===== src/rtl/load_store_unit_if.sv =====
// Request/response, memory-port and status signals of the load/store unit.
// master: pipeline plus data memory side; slave: the load/store unit itself.
interface load_store_unit_if #(
   parameter int unsigned ADDR_WIDTH    = 32,
   parameter int unsigned DATA_WIDTH    = 32,
   parameter int unsigned ERR_CNT_WIDTH = 8
);
   logic                     req_valid;
   logic                     req_ready;
   logic                     req_is_store;
   logic [1:0]               req_size;
   logic                     req_unsigned;
   logic [ADDR_WIDTH-1:0]    req_addr;
   logic [DATA_WIDTH-1:0]    req_wdata;
   logic                     resp_valid;
   logic [DATA_WIDTH-1:0]    resp_rdata;
   logic                     resp_misaligned;
   logic [ERR_CNT_WIDTH-1:0] misalign_count;
   logic                     mem_read;
   logic                     mem_write;
   logic [1:0]               mem_size;
   logic [ADDR_WIDTH-1:0]    address;
   logic [DATA_WIDTH-1:0]    write_data;
   logic [DATA_WIDTH-1:0]    read_data;

   modport master (
      output req_valid, req_is_store, req_size, req_unsigned, req_addr, req_wdata, read_data,
      input  req_ready, resp_valid, resp_rdata, resp_misaligned, misalign_count,
             mem_read, mem_write, mem_size, address, write_data
   );

   modport slave (
      input  req_valid, req_is_store, req_size, req_unsigned, req_addr, req_wdata, read_data,
      output req_ready, resp_valid, resp_rdata, resp_misaligned, misalign_count,
             mem_read, mem_write, mem_size, address, write_data
   );
endinterface


===== src/rtl/load_store_unit.sv =====
// Single-outstanding load/store unit: alignment check, data_memory strobes,
// load extraction and a one-cycle response. All outputs come straight from flops.
module load_store_unit #(
   parameter int unsigned ADDR_WIDTH    = 32,
   parameter int unsigned DATA_WIDTH    = 32,
   parameter int unsigned READ_LATENCY  = 1,
   parameter int unsigned ERR_CNT_WIDTH = 8
) (
   input logic              clk,
   input logic              rst_n,
   load_store_unit_if.slave bus
);
   localparam int unsigned CNT_WIDTH = (READ_LATENCY > 1) ? $clog2(READ_LATENCY + 1) : 1;

   typedef enum logic [1:0] {StIdle, StIssue, StWait, StResp} state_e;

   state_e                   state_q, state_d;
   logic                     is_store_q, is_store_d;
   logic                     unsigned_q, unsigned_d;
   logic                     err_q, err_d;
   logic [CNT_WIDTH-1:0]     cnt_q, cnt_d;
   logic                     req_ready_q, req_ready_d;
   logic                     resp_valid_q, resp_valid_d;
   logic                     resp_misaligned_q, resp_misaligned_d;
   logic [DATA_WIDTH-1:0]    resp_rdata_q, resp_rdata_d;
   logic                     mem_read_q, mem_read_d;
   logic                     mem_write_q, mem_write_d;
   logic [1:0]               mem_size_q, mem_size_d;
   logic [ADDR_WIDTH-1:0]    address_q, address_d;
   logic [DATA_WIDTH-1:0]    write_data_q, write_data_d;
   logic [ERR_CNT_WIDTH-1:0] misalign_count_q, misalign_count_d;

   function automatic logic is_misaligned(input logic [1:0] size, input logic [1:0] addr_lo);
      return (size == 2'b11) || (size == 2'b01 && addr_lo[0]) ||
             (size == 2'b10 && addr_lo != 2'b00);
   endfunction

   function automatic logic [DATA_WIDTH-1:0] extend(input logic [DATA_WIDTH-1:0] data,
                                                     input logic [1:0] size, input logic uns);
      case (size)
         2'b00:   return {{(DATA_WIDTH-8){~uns & data[7]}}, data[7:0]};
         2'b01:   return {{(DATA_WIDTH-16){~uns & data[15]}}, data[15:0]};
         default: return data;
      endcase
   endfunction

   function automatic logic [DATA_WIDTH-1:0] mask(input logic [DATA_WIDTH-1:0] data,
                                                   input logic [1:0] size);
      case (size)
         2'b00:   return {{(DATA_WIDTH-8){1'b0}}, data[7:0]};
         2'b01:   return {{(DATA_WIDTH-16){1'b0}}, data[15:0]};
         default: return data;
      endcase
   endfunction

   always_comb begin
      state_d          = state_q;
      is_store_d       = is_store_q;
      unsigned_d       = unsigned_q;
      err_d            = err_q;
      cnt_d            = cnt_q;
      resp_rdata_d     = resp_rdata_q;
      mem_size_d       = mem_size_q;
      address_d        = address_q;
      write_data_d     = write_data_q;
      misalign_count_d = misalign_count_q;

      case (state_q)
         StIdle: begin
            if (bus.req_valid) begin
               is_store_d = bus.req_is_store;
               unsigned_d = bus.req_unsigned;
               if (is_misaligned(bus.req_size, bus.req_addr[1:0])) begin
                  err_d        = 1'b1;
                  resp_rdata_d = '0;
                  state_d      = StResp;
                  if (misalign_count_q != '1) misalign_count_d = misalign_count_q + 1'b1;
               end else begin
                  err_d        = 1'b0;
                  address_d    = bus.req_addr;
                  mem_size_d   = bus.req_size;
                  write_data_d = mask(bus.req_wdata, bus.req_size);
                  state_d      = StIssue;
               end
            end
         end
         StIssue: begin
            if (is_store_q) begin
               resp_rdata_d = '0;
               state_d      = StResp;
            end else if (READ_LATENCY == 0) begin
               resp_rdata_d = extend(bus.read_data, mem_size_q, unsigned_q);
               state_d      = StResp;
            end else begin
               cnt_d   = CNT_WIDTH'(READ_LATENCY);
               state_d = StWait;
            end
         end
         StWait: begin
            if (cnt_q == CNT_WIDTH'(1)) begin
               resp_rdata_d = extend(bus.read_data, mem_size_q, unsigned_q);
               state_d      = StResp;
            end else begin
               cnt_d = cnt_q - 1'b1;
            end
         end
         StResp:  state_d = StIdle;
         default: state_d = StIdle;
      endcase

      // Strobes and flags are derived from the next state so they leave a flop.
      req_ready_d       = (state_d == StIdle);
      mem_read_d        = (state_d == StIssue || state_d == StWait) && !is_store_d;
      mem_write_d       = (state_d == StIssue) && is_store_d;
      resp_valid_d      = (state_d == StResp);
      resp_misaligned_d = (state_d == StResp) && err_d;
   end

   always_ff @(posedge clk or negedge rst_n) begin
      if (!rst_n) begin
         state_q           <= StIdle;
         is_store_q        <= 1'b0;
         unsigned_q        <= 1'b0;
         err_q             <= 1'b0;
         cnt_q             <= '0;
         req_ready_q       <= 1'b1;
         resp_valid_q      <= 1'b0;
         resp_misaligned_q <= 1'b0;
         resp_rdata_q      <= '0;
         mem_read_q        <= 1'b0;
         mem_write_q       <= 1'b0;
         mem_size_q        <= 2'b10;
         address_q         <= '0;
         write_data_q      <= '0;
         misalign_count_q  <= '0;
      end else begin
         state_q           <= state_d;
         is_store_q        <= is_store_d;
         unsigned_q        <= unsigned_d;
         err_q             <= err_d;
         cnt_q             <= cnt_d;
         req_ready_q       <= req_ready_d;
         resp_valid_q      <= resp_valid_d;
         resp_misaligned_q <= resp_misaligned_d;
         resp_rdata_q      <= resp_rdata_d;
         mem_read_q        <= mem_read_d;
         mem_write_q       <= mem_write_d;
         mem_size_q        <= mem_size_d;
         address_q         <= address_d;
         write_data_q      <= write_data_d;
         misalign_count_q  <= misalign_count_d;
      end
   end

   assign bus.req_ready       = req_ready_q;
   assign bus.resp_valid      = resp_valid_q;
   assign bus.resp_misaligned = resp_misaligned_q;
   assign bus.resp_rdata      = resp_rdata_q;
   assign bus.mem_read        = mem_read_q;
   assign bus.mem_write       = mem_write_q;
   assign bus.mem_size        = mem_size_q;
   assign bus.address         = address_q;
   assign bus.write_data      = write_data_q;
   assign bus.misalign_count  = misalign_count_q;
endmodule


===== src/flat_wrapper.sv =====
// flat-port wrapper written by rule: the top's interface ports become plain ports
module load_store_unit_flat 
#(
   parameter int unsigned ADDR_WIDTH    = 32,
   parameter int unsigned DATA_WIDTH    = 32,
   parameter int unsigned READ_LATENCY  = 1,
   parameter int unsigned ERR_CNT_WIDTH = 8
)
  (clk, rst_n, bus_req_valid, bus_req_is_store, bus_req_size, bus_req_unsigned, bus_req_addr, bus_req_wdata, bus_read_data, bus_req_ready, bus_resp_valid, bus_resp_rdata, bus_resp_misaligned, bus_misalign_count, bus_mem_read, bus_mem_write, bus_mem_size, bus_address, bus_write_data);
  load_store_unit_if #(.ADDR_WIDTH(ADDR_WIDTH), .DATA_WIDTH(DATA_WIDTH), .ERR_CNT_WIDTH(ERR_CNT_WIDTH)) bus_i ();
  input logic clk;
  input logic rst_n;
  input wire logic [$bits(bus_i.req_valid)-1:0] bus_req_valid;
  input wire logic [$bits(bus_i.req_is_store)-1:0] bus_req_is_store;
  input wire logic [$bits(bus_i.req_size)-1:0] bus_req_size;
  input wire logic [$bits(bus_i.req_unsigned)-1:0] bus_req_unsigned;
  input wire logic [$bits(bus_i.req_addr)-1:0] bus_req_addr;
  input wire logic [$bits(bus_i.req_wdata)-1:0] bus_req_wdata;
  input wire logic [$bits(bus_i.read_data)-1:0] bus_read_data;
  output wire logic [$bits(bus_i.req_ready)-1:0] bus_req_ready;
  output wire logic [$bits(bus_i.resp_valid)-1:0] bus_resp_valid;
  output wire logic [$bits(bus_i.resp_rdata)-1:0] bus_resp_rdata;
  output wire logic [$bits(bus_i.resp_misaligned)-1:0] bus_resp_misaligned;
  output wire logic [$bits(bus_i.misalign_count)-1:0] bus_misalign_count;
  output wire logic [$bits(bus_i.mem_read)-1:0] bus_mem_read;
  output wire logic [$bits(bus_i.mem_write)-1:0] bus_mem_write;
  output wire logic [$bits(bus_i.mem_size)-1:0] bus_mem_size;
  output wire logic [$bits(bus_i.address)-1:0] bus_address;
  output wire logic [$bits(bus_i.write_data)-1:0] bus_write_data;
  assign bus_i.req_valid = bus_req_valid;
  assign bus_i.req_is_store = bus_req_is_store;
  assign bus_i.req_size = bus_req_size;
  assign bus_i.req_unsigned = bus_req_unsigned;
  assign bus_i.req_addr = bus_req_addr;
  assign bus_i.req_wdata = bus_req_wdata;
  assign bus_i.read_data = bus_read_data;
  assign bus_req_ready = bus_i.req_ready;
  assign bus_resp_valid = bus_i.resp_valid;
  assign bus_resp_rdata = bus_i.resp_rdata;
  assign bus_resp_misaligned = bus_i.resp_misaligned;
  assign bus_misalign_count = bus_i.misalign_count;
  assign bus_mem_read = bus_i.mem_read;
  assign bus_mem_write = bus_i.mem_write;
  assign bus_mem_size = bus_i.mem_size;
  assign bus_address = bus_i.address;
  assign bus_write_data = bus_i.write_data;
  load_store_unit #(.ADDR_WIDTH(ADDR_WIDTH), .DATA_WIDTH(DATA_WIDTH), .READ_LATENCY(READ_LATENCY), .ERR_CNT_WIDTH(ERR_CNT_WIDTH)) u_core (.clk(clk), .rst_n(rst_n), .bus(bus_i));
endmodule

===== config.mk =====
export PLATFORM = sky130hd
export DESIGN_NAME = load_store_unit_flat
export DESIGN_NICKNAME = d
export VERILOG_FILES = /design/src/rtl/load_store_unit_if.sv /design/src/rtl/load_store_unit.sv /design/src/flat_wrapper.sv
export SDC_FILE = /design/constraint.sdc
export NUM_CORES = 1
export LEC_CHECK = 0
export CORE_UTILIZATION = 35
export DETAILED_ROUTE_END_ITERATION = 7
export PLACE_DENSITY = 0.67
export SLEW_MARGIN = 20
export SYNTH_ARGS = -nofsm -noshare
export SYNTH_HDL_FRONTEND = slang
export SYNTH_SLANG_ARGS = --single-unit
export TNS_END_PERCENT = 5

===== constraint.sdc =====
create_clock -name clk -period 4.6 [get_ports clk]
set_input_delay 0.46 -clock clk [delete_from_list [all_inputs] [get_ports clk]]
set_output_delay 0.46 -clock clk [all_outputs]
set_load 0.05 [all_outputs]

Word level (Yosys, flattened, before mapping)
Cells that the tools add are included.
{"block": "classes", "n_div": 0, "n_mul": 0, "n_reduce_logical": 21, "eq_ne": 16, "mux": 20, "n_addsub": 2, "magnitude_cmp": 0, "shifts": 0, "bitwise": 4}
{"operator": "32-bit two-way mux", "n": 4}
{"operator": "32-bit one-hot mux with 2 select lines", "n": 2}
{"operator": "32-bit one-hot mux with 3 select lines", "n": 1}
{"operator": "2-bit equality test, second input constant", "n": 6}
{"operator": "8-bit by 1-bit adder with 8-bit output, second input constant", "n": 1}
{"operator": "2-bit by 1-bit equality test with 1-bit output, second input constant", "n": 4}
{"operator": "2-bit logical NOT", "n": 4}
{"operator": "1-bit two-way mux", "n": 8}
{"operator": "8-bit inequality test, second input constant", "n": 1}
{"operator": "2-bit one-hot mux with 4 select lines", "n": 1}
{"operator": "2-bit two-way mux", "n": 3}
{"operator": "2-bit by 1-bit inequality test with 1-bit output, second input constant", "n": 3}
{"operator": "1-bit logical AND", "n": 5}
{"operator": "5-bit AND reduction", "n": 1}
{"operator": "2-bit inequality test, second input constant", "n": 2}
{"operator": "2-bit AND reduction", "n": 2}
{"operator": "4-bit AND reduction", "n": 1}
{"operator": "2-bit nonzero test", "n": 2}
{"operator": "1-bit logical OR", "n": 3}
{"operator": "3-bit AND reduction", "n": 1}
{"operator": "3-bit nonzero test", "n": 1}
{"operator": "1-bit bitwise AND", "n": 2}
{"operator": "1-bit inverter", "n": 2}
{"operator": "1-bit one-hot mux with 2 select lines", "n": 1}
{"operator": "2 further kinds", "n": 2}
{"block": "word_totals", "romBits": 0, "in_bits": 103, "latch_bits": 0, "n_memories": 0, "out_inout_bits": 111, "mem_bits_rw": 0, "register_bits": 117}

Depth between registers and ports, before layout
Gate-level depths: netlist (run 1).
{"block": "logic_depth", "word_depth": 10, "mapped_depth": 8, "ltp_nobuf": 6}

Least setup slack after synthesis (run 1)
No wires, ideal clock.
{"block": "synth_path", "path_kind": "register to register", "from": "register u_core.mem_size_q[0] (netlist: u_core.bus.mem_size[0])", "to": "register u_core.resp_rdata_q[24] (netlist: u_core.bus.resp_rdata[24])", "stages_incl_launch_ff": 6, "required_ns": 4.472, "arrival_ns": 1.714, "path_buffers": 1, "setup_time_ns": 0.128, "path_slack_ns": 2.759, "path_cell_list": "dfrtp_1 -> mux2_2 -> a22oi_4 -> buf_4 -> a21oi_1 -> mux2_1"}
{"block": "synth_between", "elab_chain_len": 4, "elab_cells_between_ends": 5, "classes_between": "eq/ne: 1; mux: 3; reduce/logical: 1"}
{"element": "start, declared", "line": "load_store_unit.sv:28", "text": "logic [1:0] mem_size_q, mem_size_d;"}
{"element": "start signal, assigned", "line": "load_store_unit.sv:148", "text": "mem_size_q <= mem_size_d;"}
{"element": "2-bit by 1-bit equality test with 1-bit output / 2-bit logical NOT (equally long branches)", "line": "load_store_unit.sv:40", "text": "case (size)"}
{"element": "32-bit one-hot mux with 2 select lines (*)", "line": "load_store_unit.sv:40"}
{"element": "32-bit two-way mux (*)", "line": "load_store_unit.sv:100", "text": "if (cnt_q == CNT_WIDTH'(1)) begin"}
{"element": "32-bit one-hot mux with 3 select lines (*)", "line": "load_store_unit.sv:68", "text": "case (state_q)"}
{"element": "end signal, assigned", "line": "load_store_unit.sv:145", "text": "resp_rdata_q <= resp_rdata_d;"}
{"element": "end, declared", "line": "load_store_unit.sv:25", "text": "logic [DATA_WIDTH-1:0] resp_rdata_q, resp_rdata_d;"}
Every way passes the cells marked *; elsewhere a longest branch is shown, timed or not. The select of a mux whose other input is x is not followed.
A chain may end at the register's enable or synchronous reset.

Worst setup path after layout (run 1)
{"block": "layout_path", "from": "input port bus_req_size[1]", "to": "register u_core.write_data_q[0] (netlist: u_core.bus.write_data[0])"}
{"block": "layout_between", "elab_chain_len": 6, "elab_cells_between_ends": 9, "classes_between": "eq/ne: 3; bitwise: 1; reduce/logical: 5"}
{"element": "start, declared", "line": "flat_wrapper.sv:15", "text": "input wire logic [$bits(bus_i.req_size)-1:0] bus_req_size;"}
{"element": "2-bit by 1-bit equality test with 1-bit output", "line": "load_store_unit.sv:34", "text": "return (size == 2'b11) || (size == 2'b01 && addr_lo[0]) ||"}
{"element": "1-bit logical AND", "line": "load_store_unit.sv:34"}
{"element": "1-bit logical OR", "line": "load_store_unit.sv:34"}
{"element": "1-bit logical OR (*)", "line": "load_store_unit.sv:34"}
{"element": "1-bit inverter (no line) (*)"}
{"element": "3-bit AND reduction (no line) (*)"}
{"element": "end signal, assigned", "line": "load_store_unit.sv:150", "text": "write_data_q <= write_data_d;"}
{"element": "end, declared", "line": "load_store_unit.sv:30", "text": "logic [DATA_WIDTH-1:0] write_data_q, write_data_d;"}
Every way passes the cells marked *; elsewhere a longest branch is shown, timed or not.

==> results of run 1 <==
-- worst max-delay path, delay by kind of cell --
kind	cells	cell delay [ps]
mux	1	350
buf+inv	2	1720
compound gates	2	810
-- stage by stage --
| stage | instances | setup WS (ps) | area, um^2 |
|---|---|---|---|
| after global placement | 800 | 1155 | 7433 |
| after detailed placement | 800 | 1066 | 7433 |
| after global routing | 833 | 1334 | 8068 |
| after CTS | 833 | 1508 | 8065 |
| after floorplan | 423 | 2759 | 5186 |
| final | 833 | 1494 | 8068 |
-- worst paths after layout --
| kind | start | endpoint | cells past startpoint |
|---|---|---|---|
| min | rst_n | u_core.bus.address[3]$_DFFE_PN0P_ | 2 |
| max in group asynchronous | rst_n | u_core.bus.write_data[4]$_DFFE_PN0P_ | 3 |
| min in group clk | u_core.bus.write_data[22]$_DFFE_PN0P_ | u_core.bus.write_data[22]$_DFFE_PN0P_ | 2 |
| min reg2reg | u_core.bus.write_data[22]$_DFFE_PN0P_ | u_core.bus.write_data[22]$_DFFE_PN0P_ | 2 |
| max reg2reg | u_core.state_q[0]$_DFF_PN0_ | u_core.bus.write_data[0]$_DFFE_PN0P_ | 6 |
| max | bus_req_size[1] | u_core.bus.write_data[0]$_DFFE_PN0P_ | 5 |
-- layout make-up --
| type | instances | share of cell area |
|---|---|---|
| repair buffers | 218 | 0.2689 |
| inverters | 33 | 0.01535 |
| flip-flops and latches | 117 | 0.3632 |
| well taps | 184 | 0.02854 |
| clock inverters | 8 | 0.01489 |
| clock buffers | 24 | 0.06219 |
| multi-input cells | 249 | 0.2469 |
-- flip-flops by register name, indices dropped and copies added, names as in the netlist, 2 cells and up --
name	cells
u_core.bus.address	32
u_core.bus.mem_size	2
u_core.bus.misalign_count	8
u_core.bus.resp_rdata	32
u_core.bus.write_data	32
u_core.state_q	2
-- placed cells by master (no fill, tap or decap), types with 7 or more instances in the layout --
master / count
mux2_4: 42
clkbuf_16: 17
nand2_1: 64
a21oi_1: 18
mux2_2: 22
o21ai_0: 33
dfrtp_1: 115
clkdlybuf4s50_1: 212
mux2i_1: 12
ha_1: 7
a21boi_0: 9
inv_1: 33
-- what timing repair did --
action / in CTS / in global routing
hold buffers: 1 / 0
gates resized for setup: 0 / 0
buffers inserted: 0 / 0
hold endpoints to repair: 3 / 0
-- layer usage --
layer  wire, um  up-vias  GRT usage
li1           -     1845          -
met1       5437     1867     0.2027
met2       6149      131     0.2733
met3        966       12    0.06502
met4        174        0    0.05798
met5          0        -          0
-- logic make-up (layout without fill, tap and decap cells) --
group / count (synthesis) / count (layout) / synth area share
AND/OR/NAND/NOR: 87 / 87 / 0.07310
multiplexers: 82 / 82 / 0.2055
flip-flops: 117 / 117 / 0.5650
adder cells (fa/ha/maj): 7 / 7 / 0.01689
buffers and inverters: 57 / 283 / 0.05356
AO/OA/AOI/OAI: 71 / 71 / 0.08251
XOR/XNOR: 2 / 2 / 0.003378
-- power breakdown --
part | internal [mW] | total, mW | switching [mW]
registers | 1.48 | 1.81 | 0.325
logic | 1.38 | 3.55 | 2.17
clock network | 0.921 | 1.36 | 0.441
==> reports/summary.txt, run 1 <==
die height -> 123.7 um
cell with the most instances after synthesis -> dfrtp_1
area of the multi-input gates -> 0.001992 mm^2
largest fanout on the critical path -> 60
Max VDD drop -> 0.4188 mV
Post-DP HPWL -> 9197 um
Die ar. -> 0.01531 mm^2
Final Core Density -> 0.5572
post-DR wirelength/cell -> 15.28 um
PortBufs -> 213
number of global-route vias before repair -> 3915
Syn Std Cell Area -> 0.005186 mm^2
Worst Setup Path Type -> in2reg
Max H-tree Level -> 4
Power per Cell Area -> 832.9 mW/mm^2
Reg area -> 0.002930 mm^2
Post-synth ARST share -> 1.000
DR iter-0 viols -> 111
routed wire length -> 12730 um
Filler cells -> 1249
period utilisation layout -> 0.6751
area fraction of the dominant cell type after synthesis -> 0.5549
number of clock sinks -> 117
Initial Util -> 0.3582
Reg2Reg Setup Slack -> 1960 ps
total CTS buffers -> 17
overall power -> 6.720 mW
Cell variety after synth -> 42
Final TNS setup -> 0 ps
clk_skew -> 3.792 ps
Worst Hold Class -> in2async
DRT Pass-1 Iters -> 4
Setup Viol. Count Final -> 0
Antenna Cells -> 0
Tightest Pin Transition -> 826.1 ps
share of cells above drive strength 1 -> 0.1680
core area -> 0.01448 mm^2
worst path arrival time -> 3390 ps
FP Rows -> 44
Tmin final -> 3106 ps
largest net degree at the start of global routing -> 61
final hold slack -> 388.9 ps
CP peak stage delay -> 940 ps
Final Hold Viols -> 0
CTS tree -> built
register area share after synthesis -> 0.5650
Mean Syn Cell Area -> 12.26 um^2
GRT Util Overall -> 0.1681
slowest CP cell -> clkdlybuf4s50_1
layout net count -> 746
Worst Path Required -> 4890 ps
maxcap violations -> 0
Routed Antenna Nets -> 0
final max-slew violation count -> 0
vias -> 3855
vias per cell -> 4.628
syn nets -> 533
RSZ-0062 raised after global routing -> false
Startpoint Class -> input port
area delta synth->final -> 55.56%
main area contributors after synthesis -> dfrtp_1 55%, mux2_4 12%, mux2_2 4.8%, nand2_1 4.7%, o21ai_0 3.2%
Synth Instances -> 423
Top FF cell, synth -> dfrtp_1
GPL Wtd Cong -> 0.7970
Longest Clk Path Bufs -> 2
Crit. End Element -> flip-flop
top post-synthesis cells by count -> 115 x dfrtp_1, 65 x nand2_1, 42 x mux2_4
first-pass GRT wire length -> 19490 um
EDFF count, synth -> 0
Worst-path clk slew -> 50 ps
CP Cell Sequence -> clkdlybuf4s50_1 > a21oi_2 > o21bai_4 > buf_4 > mux2_4
# IOs -> 214
static leakage -> 3.769 nW
leading area contributor after synthesis -> dfrtp_1
worst skew pair latency -> 400 ps
CTS Root Cell -> clkbuf_16
max_slew headroom -> 0.4493
global route overflow -> 0
status -> completed
Seq cells post-synth -> 117
Peak Freq -> 322.0 MHz
Die Wd -> 123.7 um
initial antenna violation count -> 0
total number of yosys warnings -> 0
Residual DRC -> 0
No activity file was read; power rests on OpenSTA's default activity.
==> inputs of run 2 (changes only) <==
==> constraint.sdc (replaced) <==
create_clock -name clk -period 2.95 [get_ports clk]
set_input_delay 0.295 -clock clk [delete_from_list [all_inputs] [get_ports clk]]
set_output_delay 0.295 -clock clk [all_outputs]
set_load 0.05 [all_outputs]
==> run 2 against run 1 <==
Net effect:
- flip-flop and latch count unchanged
- via count up 0.73%
- clock power up 60%
- largest power group unchanged
- sequential power up 55%
- combinational power up 57%
- die area unchanged
==> reports/summary.txt, run 2 (synthesis gave the netlist of run 1 again) <==
maxcap violations -> 0
Longest Clk Path Bufs -> 2
slowest CP cell -> clkdlybuf4s50_1
Power per Cell Area -> 1289 mW/mm^2
Initial Util -> 0.3582
Post-DP HPWL -> 9312 um
Final Hold Viols -> 0
area delta synth->final -> 58.05%
Filler cells -> 1202
global route overflow -> 0
core area -> 0.01448 mm^2
largest net degree at the start of global routing -> 58
worst reg2reg startpoint -> u_core.state_q[0]$_DFF_PN0_
Worst Hold Class -> in2async
FP Rows -> 44
GRT Util Overall -> 0.1685
number of clock sinks -> 117
Worst-path clk slew -> 50 ps
worst path arrival time -> 2170 ps
Final Instance Area -> 0.008197 mm^2
# IOs -> 214
most common cell after layout, fill and taps aside -> clkdlybuf4s50_1
Routed Antenna Nets -> 0
most frequent cells in the layout -> 212 x clkdlybuf4s50_1, 115 x dfrtp_1, 65 x nand2_1
CTS Root Cell -> clkbuf_16
kind of cell adding the most delay to the critical path -> buffers and inverters
post-CTS setup buffer count -> 0
Die ar. -> 0.01531 mm^2
net switching power -> 4.582 mW
area of the multi-input gates -> 0.001989 mm^2
Residual DRC -> 0
final max-slew violation count -> 0
placed inst area -> 0.007559 mm^2
CTS tree -> built
sequential power share -> 0.266
Buffers & Inverters on Critical Path -> 1
worst skew pair latency -> 400 ps
Antenna Cells -> 0
Peak Freq -> 405.0 MHz
Worst Setup Path Type -> reg2out
CP peak stage delay -> 900 ps
number of global-route vias before repair -> 3983
initial antenna violation count -> 0
clk_skew -> 5.878 ps
max_slew headroom -> 0.5760
DR iter-0 viols -> 117
RSZ-0062 raised after global routing -> false
Max H-tree Level -> 4
post-DR wirelength/cell -> 15.14 um
Final TNS setup -> 0 ps
routed wire length -> 12760 um
Final Core Density -> 0.5661
CP startpoint -> u_core.bus.mem_size[1]$_DFFE_PN1P_
PortBufs -> 213
first-pass GRT wire length -> 19460 um
share of cells above drive strength 1 -> 0.1760
static leakage -> 3.839 nW
period utilisation layout -> 0.8371
Crit. End Element -> output port
DRT Pass-1 Iters -> 4
WP depth -> 1
die height -> 123.7 um
internal portion of total power -> 5.983 mW
Gate power share -> 0.529
Max VDD drop -> 0.7688 mV
vias per cell -> 4.606
r2r worst-path depth -> 7
Clock power frac -> 0.205
status -> completed
Reg area -> 0.002930 mm^2
Tmin final -> 2469 ps
Die Wd -> 123.7 um
Setup Viol. Count Final -> 0
CP Cell Sequence -> clkdlybuf4s50_1
Startpoint Class -> flip-flop
GPL Wtd Cong -> 0.7870
total CTS buffers -> 17
vias -> 3883
switching share of power -> 0.4337
largest fanout on the critical path -> 28
layout net count -> 756
Worst Path Required -> 2650 ps
Tightest Pin Transition -> 630.1 ps
run 2: cell count changes in the layout (fill, tap and decap cells not counted):
| cell | delta |
|---|---|
| nand2_1 | +1 |
| clkbuf_1 | +2 |
| clkinvlp_4 | -1 |
| nand2_2 | -1 |
| buf_12 | +4 |
| clkinv_4 | +1 |
| buf_4 | +6 |
| clkinv_2 | -1 |
| bufinv_16 | +1 |
| clkbuf_8 | -2 |
run 2: worst paths after layout:
path	to	slack, ps
setup / recovery	bus_mem_size[1]	480
hold / removal	u_core.bus.misalign_count[0]$_DFFE_PN0P_	330
setup reg to reg	u_core.bus.resp_rdata[25]$_DFFE_PN0P_	830
hold reg to reg	u_core.cnt_q$_DFFE_PN0P_	470
max in group asynchronous	u_core.bus.write_data[4]$_DFFE_PN0P_	1800
min in group clk	u_core.bus.write_data[14]$_DFFE_PN0P_	450
run 2: worst reg2reg max path, cell delays in order (launching register included):
cell and delay, ps:
dfrtp_1 390, inv_1 110, ha_1 240, buf_4 210
a221oi_1 320, nand2_1 100, buf_4 260, mux2_1 370
run 2: layer usage:
layer / vias up / share of wire / global-route usage
met3: 11 / 0.080 / 0.07005
met5: - / 0 / 0
met2: 136 / 0.49 / 0.2753
li1: 1870 / - / -
met4: 0 / 0.013 / 0.05497
met1: 1866 / 0.42 / 0.2000
run 2: through the flow:
step                hold slack, ps  cells  setup slack [ps]  power, mW
floorplan                  -0.5911    423              1109      6.572
global placement             210.8    810             633.9      8.342
detailed placement           210.1    810             577.7      8.427
CTS                          310.9    843             448.6      10.68
global route                 325.3    843             366.5      11.08
finish                       326.9    843             480.6      10.56
run 2: power groups by stage:
stage	logic, mW	clock network, mW	registers (mW)
2_1_floorplan	1.65	0	4.92
3_3_place_gp	5.55	0	2.79
3_5_place_dp	5.61	0	2.82
4_1_cts	5.64	2.22	2.82
5_1_grt	5.88	2.30	2.90
6_report	5.59	2.17	2.81
run 2: final cells by class:
cell class	instances	share of cell area
Clock buffer	24	0.05877
Multi-Input combinational cell	249	0.2427
Tap cell	184	0.02809
Inverter	33	0.01511
Timing Repair Buffer	228	0.2800
Sequential cell	117	0.3575
Clock inverter	8	0.01786
run 2: repair_timing:
item,CTS,global route
resized for setup,0,0
hold buffers,1,0
endpoints found under the hold margin,18,0
